## config.mk

```make
export PLATFORM = sky130hd
export DESIGN_NAME = digit_overlay
export DESIGN_NICKNAME = d
export VERILOG_FILES = /design/src/rtl/digit_pkg.sv /design/src/rtl/glyph_seg_rom.sv /design/src/rtl/digit_overlay.sv
export SDC_FILE = /design/constraint.sdc
export NUM_CORES = 1
export LEC_CHECK = 0
export ABC_AREA = 1
export BUFFER_PORTS_ARGS = -buffer_cell sky130_fd_sc_hd__buf_2
export CAP_MARGIN = 30
export CORE_ASPECT_RATIO = 1.5
export CORE_MARGIN = 2
export CORE_UTILIZATION = 45
export DETAILED_ROUTE_END_ITERATION = 6
export PLACE_DENSITY = 0.67
export REMOVE_ABC_BUFFERS = 1
export SLEW_MARGIN = 20
export SYNTH_ARGS = -nofsm -noshare
export SYNTH_HDL_FRONTEND = slang
export SYNTH_HIERARCHICAL = 1
export SYNTH_SLANG_ARGS = --single-unit
```

## constraint.sdc

```tcl
create_clock -name clk -period 3.1 [get_ports clk]
set_clock_uncertainty 0.2 [all_clocks]
set_input_delay 0 -clock clk [delete_from_list [all_inputs] [get_ports clk]]
set_output_delay 0 -clock clk [all_outputs]
set_load 0.01 [all_outputs]
```

## src/rtl/digit_pkg.sv

```systemverilog
// Shared definitions for the 7-segment BCD overlay.
// Holds segment ids, per-code segment maps, stroke geometry and default colours.
package digit_pkg;

    typedef enum logic [2:0] {
        SEG_A, SEG_B, SEG_C, SEG_D, SEG_E, SEG_F, SEG_G
    } seg_e;

    localparam int NUM_SEGS = 7;

    // Bit i lights segment seg_e'(i). Entry [code] covers codes 0..15.
    localparam logic [15:0][NUM_SEGS-1:0] SEG_MAP = {
        7'h40,                              // 15: minus
        7'h00, 7'h00, 7'h00, 7'h00, 7'h00,  // 14..10: blank
        7'h6F, 7'h7F, 7'h07, 7'h7D, 7'h6D,  // 9..5
        7'h66, 7'h4F, 7'h5B, 7'h06, 7'h3F   // 4..0
    };

    localparam logic [3:0] BLANK_CODE = 4'hA;
    localparam logic [3:0] MINUS_CODE = 4'hF;

    // Stroke geometry in glyph-cell coordinates (8 x 16 cell).
    localparam int STROKE_L = 1;
    localparam int STROKE_R = 6;
    localparam int A_ROW_T  = 1;
    localparam int A_ROW_B  = 2;
    localparam int UPPER_T  = 1;
    localparam int UPPER_B  = 7;
    localparam int G_ROW_T  = 7;
    localparam int G_ROW_B  = 8;
    localparam int LOWER_T  = 8;
    localparam int LOWER_B  = 14;
    localparam int D_ROW_T  = 13;
    localparam int D_ROW_B  = 14;

    localparam logic [5:0] DEF_FG_COLOR = 6'b000000;
    localparam logic [5:0] DEF_BG_COLOR = 6'b111111;

    function automatic logic in_band(input int v, input int lo, input int hi);
        return (v >= lo) && (v <= hi);
    endfunction

endpackage

```

## src/rtl/glyph_seg_rom.sv

```systemverilog
// Combinational glyph lookup: which segment regions cover (gcol, grow), masked
// by the segment map of the digit code.
module glyph_seg_rom
    import digit_pkg::*;
#(
    parameter int COL_W = 3,
    parameter int ROW_W = 4
) (
    input  logic [3:0]       code_i,
    input  logic [COL_W-1:0] gcol_i,
    input  logic [ROW_W-1:0] grow_i,
    output logic             lit_o
);

    logic [NUM_SEGS-1:0] region;
    int                  col;
    int                  row;

    always_comb begin
        col    = int'(gcol_i);
        row    = int'(grow_i);
        region = '0;
        region[SEG_A] = in_band(col, STROKE_L, STROKE_R) && in_band(row, A_ROW_T, A_ROW_B);
        region[SEG_B] = (col == STROKE_R) && in_band(row, UPPER_T, UPPER_B);
        region[SEG_C] = (col == STROKE_R) && in_band(row, LOWER_T, LOWER_B);
        region[SEG_D] = in_band(col, STROKE_L, STROKE_R) && in_band(row, D_ROW_T, D_ROW_B);
        region[SEG_E] = (col == STROKE_L) && in_band(row, LOWER_T, LOWER_B);
        region[SEG_F] = (col == STROKE_L) && in_band(row, UPPER_T, UPPER_B);
        region[SEG_G] = in_band(col, STROKE_L, STROKE_R) && in_band(row, G_ROW_T, G_ROW_B);
    end

    assign lit_o = |(region & SEG_MAP[code_i]);

endmodule

```

## src/rtl/digit_overlay.sv

```systemverilog
// Two-stage pixel overlay drawing a tear-free BCD readout as scaled 7-segment glyphs.
// Stage 1: box test, glyph coordinates, digit code select. Stage 2: glyph lookup, colour mux.
module digit_overlay
    import digit_pkg::*;
#(
    parameter int                 NUM_DIGITS   = 4,
    parameter int                 GLYPH_W      = 8,
    parameter int                 GLYPH_H      = 16,
    parameter int                 SCALE_LOG2   = 1,
    parameter int                 X0           = 16,
    parameter int                 Y0           = 16,
    parameter int                 COLOR_W      = 6,
    parameter logic [COLOR_W-1:0] FG_COLOR     = DEF_FG_COLOR,
    parameter logic [COLOR_W-1:0] BG_COLOR     = DEF_BG_COLOR,
    parameter int                 BLINK_FRAMES = 30
) (
    input  logic                    clk,
    input  logic                    reset,
    input  logic [4*NUM_DIGITS-1:0] value_bcd,
    input  logic                    value_valid,
    input  logic                    frame_start,
    input  logic                    lzb_en,
    input  logic                    blink_en,
    input  logic                    px_valid,
    input  logic [9:0]              px_x,
    input  logic [9:0]              px_y,
    input  logic [COLOR_W-1:0]      pix_in,
    output logic [COLOR_W-1:0]      pix_out,
    output logic                    pix_out_valid
);

    localparam int GW_LOG2 = $clog2(GLYPH_W);
    localparam int GH_LOG2 = $clog2(GLYPH_H);
    localparam int BOX_W   = (NUM_DIGITS * GLYPH_W) << SCALE_LOG2;
    localparam int BOX_H   = GLYPH_H << SCALE_LOG2;
    localparam int DIG_W   = (NUM_DIGITS > 1) ? $clog2(NUM_DIGITS) : 1;
    localparam int BC_W    = (BLINK_FRAMES > 1) ? $clog2(BLINK_FRAMES) : 1;

    // ---------------- value shadowing ----------------
    logic [NUM_DIGITS-1:0][3:0] pend_q, pend_d;
    logic [NUM_DIGITS-1:0][3:0] shad_q, shad_d;

    // A write coinciding with frame_start is committed at that same frame_start.
    always_comb begin
        pend_d = pend_q;
        shad_d = shad_q;
        if (value_valid) pend_d = value_bcd;
        if (frame_start) shad_d = pend_d;
    end

    // ---------------- blink phase ----------------
    logic [BC_W-1:0] bcnt_q, bcnt_d;
    logic            phase_on_q, phase_on_d;

    always_comb begin
        bcnt_d     = bcnt_q;
        phase_on_d = phase_on_q;
        if (!blink_en) begin
            bcnt_d     = '0;
            phase_on_d = 1'b1;
        end else if (frame_start) begin
            if (bcnt_q == BC_W'(BLINK_FRAMES - 1)) begin
                bcnt_d     = '0;
                phase_on_d = !phase_on_q;
            end else begin
                bcnt_d = bcnt_q + 1'b1;
            end
        end
    end

    always_ff @(posedge clk) begin
        if (reset) begin
            pend_q     <= {NUM_DIGITS{BLANK_CODE}};
            shad_q     <= {NUM_DIGITS{BLANK_CODE}};
            bcnt_q     <= '0;
            phase_on_q <= 1'b1;
        end else begin
            pend_q     <= pend_d;
            shad_q     <= shad_d;
            bcnt_q     <= bcnt_d;
            phase_on_q <= phase_on_d;
        end
    end

    // ---------------- stage 1: geometry and digit select ----------------
    logic [9:0]         lx, ly;
    logic               in_box;
    logic [DIG_W-1:0]   dig;
    logic [GW_LOG2-1:0] gcol;
    logic [GH_LOG2-1:0] grow;

    assign lx     = px_x - 10'(X0);
    assign ly     = px_y - 10'(Y0);
    assign in_box = (int'(px_x) >= X0) && (int'(px_x) < X0 + BOX_W) &&
                    (int'(px_y) >= Y0) && (int'(px_y) < Y0 + BOX_H);
    assign dig    = DIG_W'(lx >> (GW_LOG2 + SCALE_LOG2));
    assign gcol   = GW_LOG2'(lx >> SCALE_LOG2);
    assign grow   = GH_LOG2'(ly >> SCALE_LOG2);

    // Leading-zero blanking walks from the most significant nibble; the last digit always shows.
    logic [NUM_DIGITS-1:0][3:0] eff_code;
    logic                       leading;

    always_comb begin
        eff_code = shad_q;
        leading  = lzb_en;
        for (int k = NUM_DIGITS - 1; k > 0; k--) begin
            if (leading && shad_q[k] == 4'd0) eff_code[k] = BLANK_CODE;
            else                              leading     = 1'b0;
        end
    end

    logic [1:0]         vld_pipe_q;
    logic               s1_show_q;
    logic [3:0]         s1_code_q;
    logic [GW_LOG2-1:0] s1_gcol_q;
    logic [GH_LOG2-1:0] s1_grow_q;
    logic [COLOR_W-1:0] s1_pix_q;
    logic [COLOR_W-1:0] pix_out_q;
    logic               lit;

    always_ff @(posedge clk) begin
        if (reset) begin
            vld_pipe_q <= '0;
            s1_show_q  <= 1'b0;
            s1_code_q  <= BLANK_CODE;
            s1_gcol_q  <= '0;
            s1_grow_q  <= '0;
            s1_pix_q   <= '0;
        end else begin
            vld_pipe_q <= {vld_pipe_q[0], px_valid};
            s1_show_q  <= in_box && phase_on_q;
            s1_code_q  <= eff_code[DIG_W'(NUM_DIGITS - 1) - dig];
            s1_gcol_q  <= gcol;
            s1_grow_q  <= grow;
            s1_pix_q   <= pix_in;
        end
    end

    // ---------------- stage 2: glyph lookup and colour mux ----------------
    glyph_seg_rom #(
        .COL_W (GW_LOG2),
        .ROW_W (GH_LOG2)
    ) u_rom (
        .code_i (s1_code_q),
        .gcol_i (s1_gcol_q),
        .grow_i (s1_grow_q),
        .lit_o  (lit)
    );

    always_ff @(posedge clk) begin
        if (reset) begin
            pix_out_q <= '0;
        end else if (s1_show_q) begin
            pix_out_q <= lit ? FG_COLOR : BG_COLOR;
        end else begin
            pix_out_q <= s1_pix_q;
        end
    end

    assign pix_out       = pix_out_q;
    assign pix_out_valid = vld_pipe_q[1];

endmodule

```

Word-level counts from Yosys, hierarchy flattened
Memories as Yosys holds them, arrays and structs flattened. A register that Yosys moved wholly into a read port is not among the register bits.
Cells that the tools add are included.

storage, ports and cells
  bits in registers = 64
  ROM bits = 112
  input bits = 49
  output and inout bits = 7
  word-level logic and storage cells = 83
  memories = 1

memory list
  memory           words  bits a word  read ports  clocked after memory_dff  write ports  RTL line             text
  (no name shown)  16     7            1           1                         0            glyph_seg_rom.sv:32  assign lit_o = |(region & SEG_MAP[code_i]);

cells by class
  add/sub/neg operators = 4
  $lt $le $gt $ge = 16
  equality and inequality tests = 3
  muxes and demuxes = 13
  bitwise operators = 2
  reductions and logical operators = 27

operators by type and width
  cell                                                                     count
  10-bit by 5-bit >= comparator with 1-bit output (second input constant)  2
  1-bit logical AND                                                        20
  4-bit 2-to-1 mux                                                         5
  16-bit 2-to-1 mux                                                        1
  4-bit logical NOT                                                        3
  6-bit 2-to-1 mux                                                         2
  10-bit by 6-bit < comparator with 1-bit output (second input constant)   1
  10-bit by 7-bit < comparator with 1-bit output (second input constant)   1
  4-bit binary-select mux with 2-bit select                                1
  4-bit >= comparator (second input constant)                              2
  4-bit <= comparator (second input constant)                              2
  7-bit bitwise AND                                                        1
  7-bit 2-to-1 mux                                                         1
  7-bit OR reduction                                                       1
  3-bit by 2-bit equality test with 1-bit output (second input constant)   2
  6-bit by 5-bit subtractor with 6-bit output (second input constant)      1
  5-bit by 1-bit adder with 5-bit output (second input constant)           1
  5-bit equality test (second input constant)                              1
  4-bit by 5-bit < comparator with 1-bit output (second input constant)    1
  5-bit 2-to-1 mux                                                         1
  5-bit subtractor (second input constant)                                 1
  4-bit by 1-bit >= comparator with 1-bit output (second input constant)   1
  4-bit by 3-bit >= comparator with 1-bit output (second input constant)   1
  4-bit by 2-bit <= comparator with 1-bit output (second input constant)   1
  10 further kinds                                                         11

Logic depth before layout (Yosys ltp)
Gate-level depths: netlist of the first run.

  depth after elaboration = 10
  mapped depth = 14

Hierarchy
Netlist of the first run, hierarchy kept.

modules (own cells, without submodules)
  module         times used  cells each  area each (um^2)  seq. area each (um^2)
  digit_overlay  1           290         2427.3            1281.2
  glyph_seg_rom  1           80          387.9             0.0

Worst setup path before layout of the first run
Ideal clock, no wire load.

  path type = reg-to-reg
  from = register, netlist name s1_code_q[1]
  to = register pix_out_q[0] (netlist: pix_out[0])
  arrival = 1.630 ns
  slack = 1.199 ns
  stages on the path, launching flop included = 14
  path buffers = 1
  cells stage by stage = dfxtp_1 inv_1 ha_1 nand2_1 nand3_1 nand2_1 inv_1 nand2_1 nand2_1 nor2_1 nand2_1 or2_1 clkbuf_1 a21oi_1

RTL lines
  what                    RTL line              text
  end signal: assignment  digit_overlay.sv:155  pix_out_q <= lit ? FG_COLOR : BG_COLOR;
  end signal: assignment  digit_overlay.sv:157  pix_out_q <= s1_pix_q;
  end: declaration        digit_overlay.sv:119  logic [COLOR_W-1:0] pix_out_q;

Worst setup path after layout of the first run
  from = input px_x[4]
  to = register s1_code_q[3]

on the way
  longest elaborated chain between the ends = 4

ends and longest elaborated chain
  what                                         RTL line              text
  start: declaration                           digit_overlay.sv:25   input logic [9:0] px_x,
  6-bit by 5-bit subtractor with 6-bit output  digit_overlay.sv:92   assign lx = px_x - 10'(X0);
  2-bit subtractor                             digit_overlay.sv:133  s1_code_q <= eff_code[DIG_W'(NUM_DIGITS - 1) - dig];
  4-bit binary-select mux with 2-bit select    digit_overlay.sv:133
  4-bit 2-to-1 mux (implied by the code)       digit_overlay.sv:133
  end signal: assignment                       digit_overlay.sv:133
  end: declaration                             digit_overlay.sv:115  logic [3:0] s1_code_q;

Every way passes these cells. The select of a mux whose other input is x is not followed.
A chain may end at the register's enable or synchronous reset.

==> results of run 1 <==
==> synth_stat cells (2+ instances only) <==
cell type	count
a21oi_1	20
inv_1	42
dfxtp_1	64
o211ai_1	9
buf_2	8
clkbuf_1	3
nand2_1	68
nor3_1	4
xor2_1	2
nand3_1	16
inv_2	6
ha_1	10
o21ai_0	7
nand3b_1	2
a31oi_1	2
o21ai_1	11
mux2i_1	16
nor2_1	68
nor2_2	2
==> repair_timing <==
item / in CTS / in global routing
gates resized for setup: 0 / 0
buffers inserted: 0 / 0
hold endpoints to repair: 58 / 0
hold buffers: 65 / 0
==> metrics by stage <==
step	hold WS, ps	total power [µW]
2_1_floorplan	-133.3	1034
3_3_place_gp	-0.9422	1112
3_5_place_dp	4.644	1120
4_1_cts	34.43	1893
5_1_grt	92.18	1976
6_report	59.02	1887
==> registers in the layout, summed over array words and instances (netlist names) <==
| register | cells |
|---|---|
| eff_code | 4 |
| vld_pipe_q | 2 |
| s1_code_q | 4 |
| s1_grow_q | 4 |
| shad_q | 12 |
| bcnt_q | 5 |
| pix_out | 6 |
| phase_on_q | 1 |
| pend_q | 16 |
| s1_show_q | 1 |
| s1_gcol_q | 3 |
| s1_pix_q | 6 |
==> logic make-up (layout without fill, tap and decap cells) <==
group / after synthesis / in the layout / synth area share [%]
XOR/XNOR: 3 / 3 / 0.9335
multiplexers: 16 / 16 / 5.689
AND/OR/NAND/NOR: 166 / 166 / 24.22
flip-flops: 64 / 64 / 45.51
adder cells (fa/ha/maj): 10 / 10 / 4.444
buffers and inverters: 61 / 184 / 9.333
AO/OA/AOI/OAI: 50 / 50 / 9.866
==> layer usage <==
| layer | vias to the layer above | share of wire [%] | track usage, % |
|---|---|---|---|
| li1 | 1403 | - | - |
| met1 | 1219 | 37 | 21.30 |
| met2 | 66 | 54 | 39.13 |
| met3 | 34 | 3.1 | 4.804 |
| met4 | 0 | 5.4 | 14.46 |
| met5 | - | 0 | 0 |
==> where the power goes <==
| part | internal, µW | total, µW | switching (µW) | leakage, µW |
|---|---|---|---|---|
| combinational | 141 | 273 | 132 | 0.00133 |
| sequential | 869 | 899 | 29.5 | 0.000529 |
| clock | 413 | 715 | 301 | 0.000103 |
==> final timing paths <==
path                            startpoint  slack (ps)                        to  cells after the start
setup / recovery                   px_x[4]         440   s1_code_q[3]$_SDFF_PP1_                     10
hold / removal                 value_valid          60      pend_q[4]$_SDFF_PP0_                      3
setup reg to reg   shad_q[12]$_SDFFE_PP0P_         810   s1_code_q[3]$_SDFF_PP1_                      9
hold reg to reg   vld_pipe_q[0]$_SDFF_PP0_         210  vld_pipe_q[1]$_SDFF_PP0_                      2
==> worst min-delay path, cell delays in order <==
cell	delay, ps
buf_2	260
mux2i_1	190
nor2_1	90
==> layout make-up <==
cell class	count	area [µm²]
Clock inverter	3	40.04
Multi-Input combinational cell	245	1271
Timing Repair Buffer	120	928.4
Tap cell	74	92.59
Fill cell	513	2135
Clock buffer	13	158.9
Sequential cell	64	1281
Inverter	48	180.2
==> flow_summary.json, run 1 <==
{
  "critPathLaunchType": "input pin",
  "synth_edf_count": 0,
  "post-route-util_pct": 64.93,
  "avgSynthCellArea_um2": 7.609,
  "synth_top_area_cell": "dfxtp_1",
  "async_flop_share_pct": 0,
  "cts_root_buf": "clkbuf_8",
  "cp.required_ps": 3120,
  "core_um2": 6087,
  "ys_seq_area_share_pct": 45.51,
  "grt_overflow": 0,
  "die_h_um": 100.9,
  "area_growth_pct": 40.40,
  "dp.cells": 486,
  "setup_viol": 0,
  "clkLatencyLatePin_ps": 340,
  "grt_max_degree": 42,
  "wl_mm": 6.464,
  "drc_errors": 0,
  "post_drt_wl_per_cell_um": 11.40,
  "cp_slowest_stage_delay_ps": 560,
  "crit_family": "buffers and inverters",
  "drive_gt1_share_pct": 15.82,
  "fin_nets": 547,
  "tightestPinTransition_ps": 496.0,
  "cp_max_fo": 10,
  "start_util_pct": 46.25,
  "numClockSinks": 64,
  "powerDensity_nw_per_um2": 477.3,
  "fin_crit_sh_pct": 85.66,
  "gp_congestion": 0.7749,
  "cp-end-kind": "flip-flop",
  "mostFrequentLayoutCells": "nand2_1, nor2_1, dlygate4sd3_1",
  "cts_buffers": 9,
  "synth_ff_type": "dfxtp_1",
  "cp_slowest_cell": "dlygate4sd3_1",
  "arrival_ps": 2680,
  "n_antenna_cell": 0,
  "first_iter_violations": 99,
  "status": "finished, final reports clean",
  "synth-seq-cells": 64,
  "grt_usage_pct": 21.83,
  "synth_area_um2": 2815,
  "rsz0062_at_grt": "no",
  "cts_max_level": 3,
  "io_pins": 56,
  "path_buf_inv": 6,
  "place_area_um2": 3103,
  "ant_nets": 0,
  "synthTopCellsByArea": "dfxtp_1, nand2_1, nor2_1, mux2i_1, inv_1",
  "die-area_um2": 6918,
  "fin_ws_ps": 444.7,
  "cap_violations": 0,
  "dp_hpwl_mm": 4.073,
  "num_vias": 2722,
  "dieWidth_um": 68.58,
  "fin_tns_setup_ps": 0,
  "power_leakage_uw": 0.001962,
  "synth_top_cell_area_share_pct": 45.51,
  "clk_pin_slew_worst_paths_ps": 60,
  "antenna_found_initial": 0,
  "postSynthCellCount": 370,
  "hold_violations": 0,
  "rows": 35,
  "fin_cells": 567,
  "clk_path_buf_depth": 2,
  "design_area_um2": 3953,
  "min_path_type": "in2reg",
  "slew_viol_final": 0,
  "cts_tree": "built",
  "dp_slack_ps": 1067,
  "routed_via_density": 4.801,
  "max_freq_mhz": 376.6,
  "grt_pass1_wl_mm": 11.36,
  "path_cells": "dlygate4sd3_1 > buf_2 > inv_2 > ha_1 > inv_1 > a21oi_1 > nand2_1 > dlygate4sd3_1 > nand3_1 > dlygate4sd3_1",
  "port_buffers": 54,
  "path_class": "in2reg",
  "slew_headroom_pct": 66.93,
  "yosys_warnings": 6,
  "ys_types": 29,
  "grt_pass1_vias": 2794,
  "drt-pass1-iter-count": 4,
  "ir_drop_v": 0.0003718,
  "period_minus_slack_ps": 2655,
  "crit_top_cell": "dlygate4sd3_1"
}
Power figures use the tool's default switching activity.
==> inputs of run 2 (changes only) <==
--- a/config.mk
+++ b/config.mk
@@ -14,6 +14,7 @@
 export DETAILED_ROUTE_END_ITERATION = 6
 export PLACE_DENSITY = 0.67
 export REMOVE_ABC_BUFFERS = 1
+export SETUP_SLACK_MARGIN = 0.5
 export SLEW_MARGIN = 20
 export SYNTH_ARGS = -nofsm -noshare
 export SYNTH_HDL_FRONTEND = slang
==> constraint.sdc (replaced) <==
create_clock -name clk -period 2.7 [get_ports clk]
set_clock_uncertainty 0.2 [all_clocks]
set_input_delay 0 -clock clk [delete_from_list [all_inputs] [get_ports clk]]
set_output_delay 0 -clock clk [all_outputs]
set_load 0.01 [all_outputs]
==> run 2 against run 1 <==
Effect of this change: non-clock buffer count fell by 7; combinational power rose by 11%; register-to-register slack got worse by 80 ps; via count fell by 2.9%; worst hold slack got worse by 40 ps; flip-flop and latch count did not move; critical endpoint is now s1_show_q$_SDFF_PP0_; largest power group unchanged; highest routed layer unchanged.
==> flow_summary.json, run 2 (same netlist as run 1, synthesis figures left out) <==
{
  "status": "finished, final reports clean",
  "hold_violations": 0,
  "cts_buffers": 9,
  "grt_overflow": 0,
  "drt-pass1-iter-count": 4,
  "dieWidth_um": 68.58,
  "cap_violations": 0,
  "period_minus_slack_ps": 2093,
  "rows": 35,
  "antenna_found_initial": 0,
  "crit_top_cell": "dlygate4sd3_1",
  "die_h_um": 100.9,
  "power.share.clock_pct": 39.7,
  "path_cells": "dlygate4sd3_1 > buf_2 > nor4_1 > dlygate4sd3_1 > nand3_1 > dlygate4sd3_1 > nor2_1",
  "grt_pass1_vias": 2597,
  "slew_viol_final": 0,
  "cts_max_level": 3,
  "ir_drop_v": 0.0006516,
  "grt_pass1_wl_mm": 11.23,
  "reg2reg_depth": 12,
  "dp.cells": 486,
  "top_regs": "pend_q: 16 flops, shad_q: 12 flops",
  "fin_tns_setup_ps": 0,
  "critPathLaunchType": "input pin",
  "drc_errors": 0,
  "clk_path_buf_depth": 2,
  "grt_max_degree": 27,
  "wl_mm": 6.481,
  "powerDensity_nw_per_um2": 567.4,
  "netSwitchingPower_uw": 535.4,
  "gp_congestion": 0.7936,
  "mostFrequentLayoutCells": "nand2_1, nor2_1, dfxtp_1",
  "fin_crit_sh_pct": 77.52,
  "drive_gt1_share_pct": 16.46,
  "clk_pin_slew_worst_paths_ps": 70,
  "comb_power_share_pct": 13.7,
  "dp_hpwl_mm": 4.081,
  "arrival_ps": 2160,
  "swShare_pct": 24.16,
  "ant_nets": 0,
  "grt_usage_pct": 21.81,
  "port_buffers": 54,
  "cp.required_ps": 2770,
  "area_growth_pct": 38.71,
  "routed_via_density": 4.721,
  "cts_root_buf": "clkbuf_8",
  "n_antenna_cell": 0,
  "largest_reg_flops": 16,
  "cts_tree": "built",
  "start_util_pct": 46.25,
  "largest_register": "pend_q",
  "worstHoldPathCells": 3,
  "io_pins": 56,
  "die-area_um2": 6918,
  "core_um2": 6087,
  "rsz0062_at_grt": "no",
  "cp_max_fo": 1,
  "power_leakage_uw": 0.001965,
  "pwr-share-seq_pct": 46.5,
  "fin_cells": 560,
  "cp-end-kind": "flip-flop",
  "cp_slowest_stage_delay_ps": 590,
  "slew_headroom_pct": 67.10,
  "numClockSinks": 64,
  "min_path_type": "in2reg",
  "max_freq_mhz": 477.8,
  "fin_nets": 540,
  "design_area_um2": 3905,
  "first_iter_violations": 107,
  "path_class": "in2reg",
  "place_area_um2": 3103,
  "clkLatencyLatePin_ps": 330,
  "cts_setup_buffers": 0,
  "num_vias": 2644,
  "tightestPinTransition_ps": 493.5,
  "cp_slowest_cell": "dlygate4sd3_1",
  "setup_viol": 0,
  "post_drt_wl_per_cell_um": 11.57,
  "p_int_uw": 1680
}
## run 2: cell count changes in the layout (fill, tap and decap cells not counted), sizes merged
cell	change
clkinv	-1
dlygate4sd3	-7
buf	-1
clkbuf	+2
## run 2: power groups by stage
stage          registers, µW  clock network [µW]  logic, µW
6_report                1030                 881        304
5_1_grt                 1040                 933        347
4_1_cts                 1030                 901        299
3_5_place_dp            1050                   0        233
3_3_place_gp            1050                   0        227
2_1_floorplan           1040                   0        143
## run 2: area by class of cell
cell class / count / area, µm²
Multi-Input combinational cell: 245 / 1271
Clock buffer: 14 / 182.7
Tap cell: 74 / 92.59
Sequential cell: 64 / 1282
Fill cell: 527 / 2182
Inverter: 48 / 180.2
Timing Repair Buffer: 113 / 860.8
Clock inverter: 2 / 35.03
## run 2: worst max-delay path: cells and delay by family
kind,cells,cell delay [ps]
buffers and inverters,4,1810
AND/OR/NAND/NOR,3,360
## run 2: worst paths after layout
kind                                  from                        to  slack (ps)
setup reg to reg   s1_code_q[0]$_SDFF_PP0_     pix_out[3]$_SDFF_PP0_         730
hold / removal                 value_valid      pend_q[9]$_SDFF_PP1_          20
setup / recovery                   px_y[8]      s1_show_q$_SDFF_PP0_         610
hold reg to reg   vld_pipe_q[0]$_SDFF_PP0_  vld_pipe_q[1]$_SDFF_PP0_         220
## run 2: per-stage QoR
step / hold WS (ps) / setup slack (ps) / util, % / power (µW)
final: 18.78 / 607.0 / 64.15 / 2216
after global routing: 21.81 / 508.4 / 64.15 / 2318
after CTS: 2.893 / 641.4 / 64.09 / 2231
after detailed placement: -0.3386 / 662.1 / 50.98 / 1284
after global placement: -0.5013 / 742.9 / 50.98 / 1278
after floorplan: -133.3 / 866.7 / - / 1187
## run 2: per-layer routing
layer / wire length [µm] / global-route usage [%]
met1: 2407 / 21.45
met2: 3735 / 40.61
met3: 200 / 5.363
met4: 138 / 10.15
met5: 0 / 0
## run 2: timing repair
| item | 4_1_cts | 5_1_grt |
|---|---|---|
| resized for setup | 0 | 2 |
| setup endpoints to repair | 0 | 5 |
| endpoints found under the hold margin | 57 | 0 |
| hold buffers | 58 | 0 |
==> inputs of run 3 (changes only) <==
==> constraint.sdc (replaced) <==
create_clock -name clk -period 2.1 [get_ports clk]
set_clock_uncertainty 0.2 [all_clocks]
set_input_delay 0 -clock clk [delete_from_list [all_inputs] [get_ports clk]]
set_output_delay 0 -clock clk [all_outputs]
set_load 0.01 [all_outputs]
==> run 3 against run 2 <==
Effect of this change: worst setup slack lost 350 ps; wire length grew 9.4%; die area is the same; non-clock buffer count grew 10; final cell count grew 1.8%; register-to-register slack lost 470 ps; cell area grew 6.5%; sequential share of layout area shrank 1.9 points; largest power group unchanged; utilization grew 4.2 points; power grew 36%; critical endpoint is now pix_out[2]$_SDFF_PP0_; flip-flop and latch count is the same; first-iteration DRC count grew 12%.
==> flow_summary.json, run 3 (same netlist as run 1, synthesis figures left out) <==
{
  "cp-end-kind": "flip-flop",
  "min_path_type": "in2reg",
  "gp_congestion": 0.8229,
  "top_regs": "pend_q: 16 flops, shad_q: 12 flops",
  "fin_tns_setup_ps": 0,
  "hold_violations": 0,
  "cts_root_buf": "clkbuf_8",
  "first_iter_violations": 120,
  "max_freq_mhz": 542.8,
  "grt_overflow": 0,
  "drt-pass1-iter-count": 4,
  "ant_nets": 0,
  "dieWidth_um": 68.58,
  "path_cells": "buf_6 > ha_1 > nand2_1 > nand2_1 > nand3b_1 > nand2_1 > nor2_1 > nand2_1 > or2_4 > a21oi_2",
  "grt_pass1_vias": 2759,
  "cp_slowest_stage_delay_ps": 370,
  "tightestPinTransition_ps": 496.5,
  "rows": 35,
  "clkLatencyLatePin_ps": 350,
  "die-area_um2": 6918,
  "rsz0062_at_grt": "yes",
  "dp_hpwl_mm": 4.158,
  "grt_usage_pct": 23.26,
  "slew_viol_final": 0,
  "cts_buffers": 9,
  "slew_headroom_pct": 66.90,
  "cp_max_fo": 6,
  "num_vias": 2728,
  "io_pins": 56,
  "critPathLaunchType": "flip-flop",
  "crit_family": "simple AND/OR/NAND/NOR gates",
  "ir_drop_v": 0.0005125,
  "largest_register": "pend_q",
  "area_growth_pct": 47.73,
  "clk_pin_slew_worst_paths_ps": 70,
  "cts_tree": "built",
  "antenna_found_initial": 0,
  "path_class": "reg2reg",
  "nFillCells": 482,
  "cts_max_level": 3,
  "cap_violations": 0,
  "routed_via_density": 4.786,
  "drc_errors": 0,
  "wl_mm": 7.091,
  "port_buffers": 54,
  "status": "finished, final reports clean",
  "dp_slack_ps": 70.34,
  "powerDensity_nw_per_um2": 723.2,
  "fin_nets": 550,
  "die_h_um": 100.9,
  "post_drt_wl_per_cell_um": 12.44,
  "fin_crit_sh_pct": 87.73,
  "start_util_pct": 46.25,
  "power_leakage_uw": 0.002037,
  "n_antenna_cell": 0,
  "path_buf_inv": 1,
  "setup_viol": 0,
  "crit_top_cell": "nand2_1",
  "numClockSinks": 64,
  "drive_gt1_share_pct": 23.39,
  "arrival_ps": 1930,
  "cp_slowest_cell": "dfxtp_4",
  "period_minus_slack_ps": 1842,
  "layout_commonest_cell": "nor2_1",
  "grt_pass1_wl_mm": 11.86,
  "largest_reg_flops": 16,
  "post-route-util_pct": 68.32,
  "power.total_uw": 3008,
  "clk_path_buf_depth": 2,
  "fin_ws_ps": 257.6,
  "grt_max_degree": 24,
  "core_um2": 6087,
  "cp.required_ps": 2180,
  "mostFrequentLayoutCells": "nor2_1, nand2_1, dlygate4sd3_1"
}
## run 3: worst paths after layout
path / from / endpoint / slack, ps / cells past startpoint
min: value_valid / pend_q[13]$_SDFF_PP1_ / 10 / 3
max: s1_code_q[1]$_SDFF_PP1_ / pix_out[2]$_SDFF_PP0_ / 260 / 10
max reg2reg: s1_code_q[1]$_SDFF_PP1_ / pix_out[2]$_SDFF_PP0_ / 260 / 10
min reg2reg: vld_pipe_q[0]$_SDFF_PP0_ / vld_pipe_q[1]$_SDFF_PP0_ / 210 / 2
## run 3: cell type report
| cell class | instances | area [µm²] | area share, % |
|---|---|---|---|
| inverter | 48 | 187.7 | 4.513 |
| timing repair buffer | 123 | 953.4 | 22.92 |
| clock inverter | 5 | 78.83 | 1.895 |
| clock buffer | 11 | 151.4 | 3.640 |
| multi-input combinational | 245 | 1408 | 33.84 |
| sequential | 64 | 1287 | 30.96 |
| tap | 74 | 92.59 | 2.226 |
## run 3: metrics by stage
step / hold WS, ps / std cells / area (µm²)
global placement: 0.1459 / 487 / 3110
CTS: 1.901 / 570 / 4095
finish: 12.39 / 570 / 4159
floorplan: -133.3 / 357 / 2733
detailed placement: 2.732 / 487 / 3110
global route: 49.99 / 570 / 4159
## run 3: worst min-delay path, cell delays in order
cell and delay [ps]:
buf_2 260, mux2i_1 200, nand2_1 60
## run 3: what timing repair did
item	CTS	global route
resized for setup	28	16
hold endpoints to repair	57	0
endpoints found under the setup margin	6	12
pin swaps	12	15
gates cloned	0	0
buffers inserted	4	1
hold buffers	63	0
## run 3: report_power, final
part	total [µW]	switching [µW]	internal, µW
Sequential	1330	44.7	1280
Clock	1220	486	731
Combinational	462	226	237
## run 3: metal layers
metal / up-vias / global-route usage, % / routed length, µm
met5: - / 0 / 0
met4: 0 / 14.00 / 277
met3: 26 / 5.140 / 189
met2: 58 / 41.94 / 4014
met1: 1234 / 23.09 / 2610
li1: 1410 / - / -
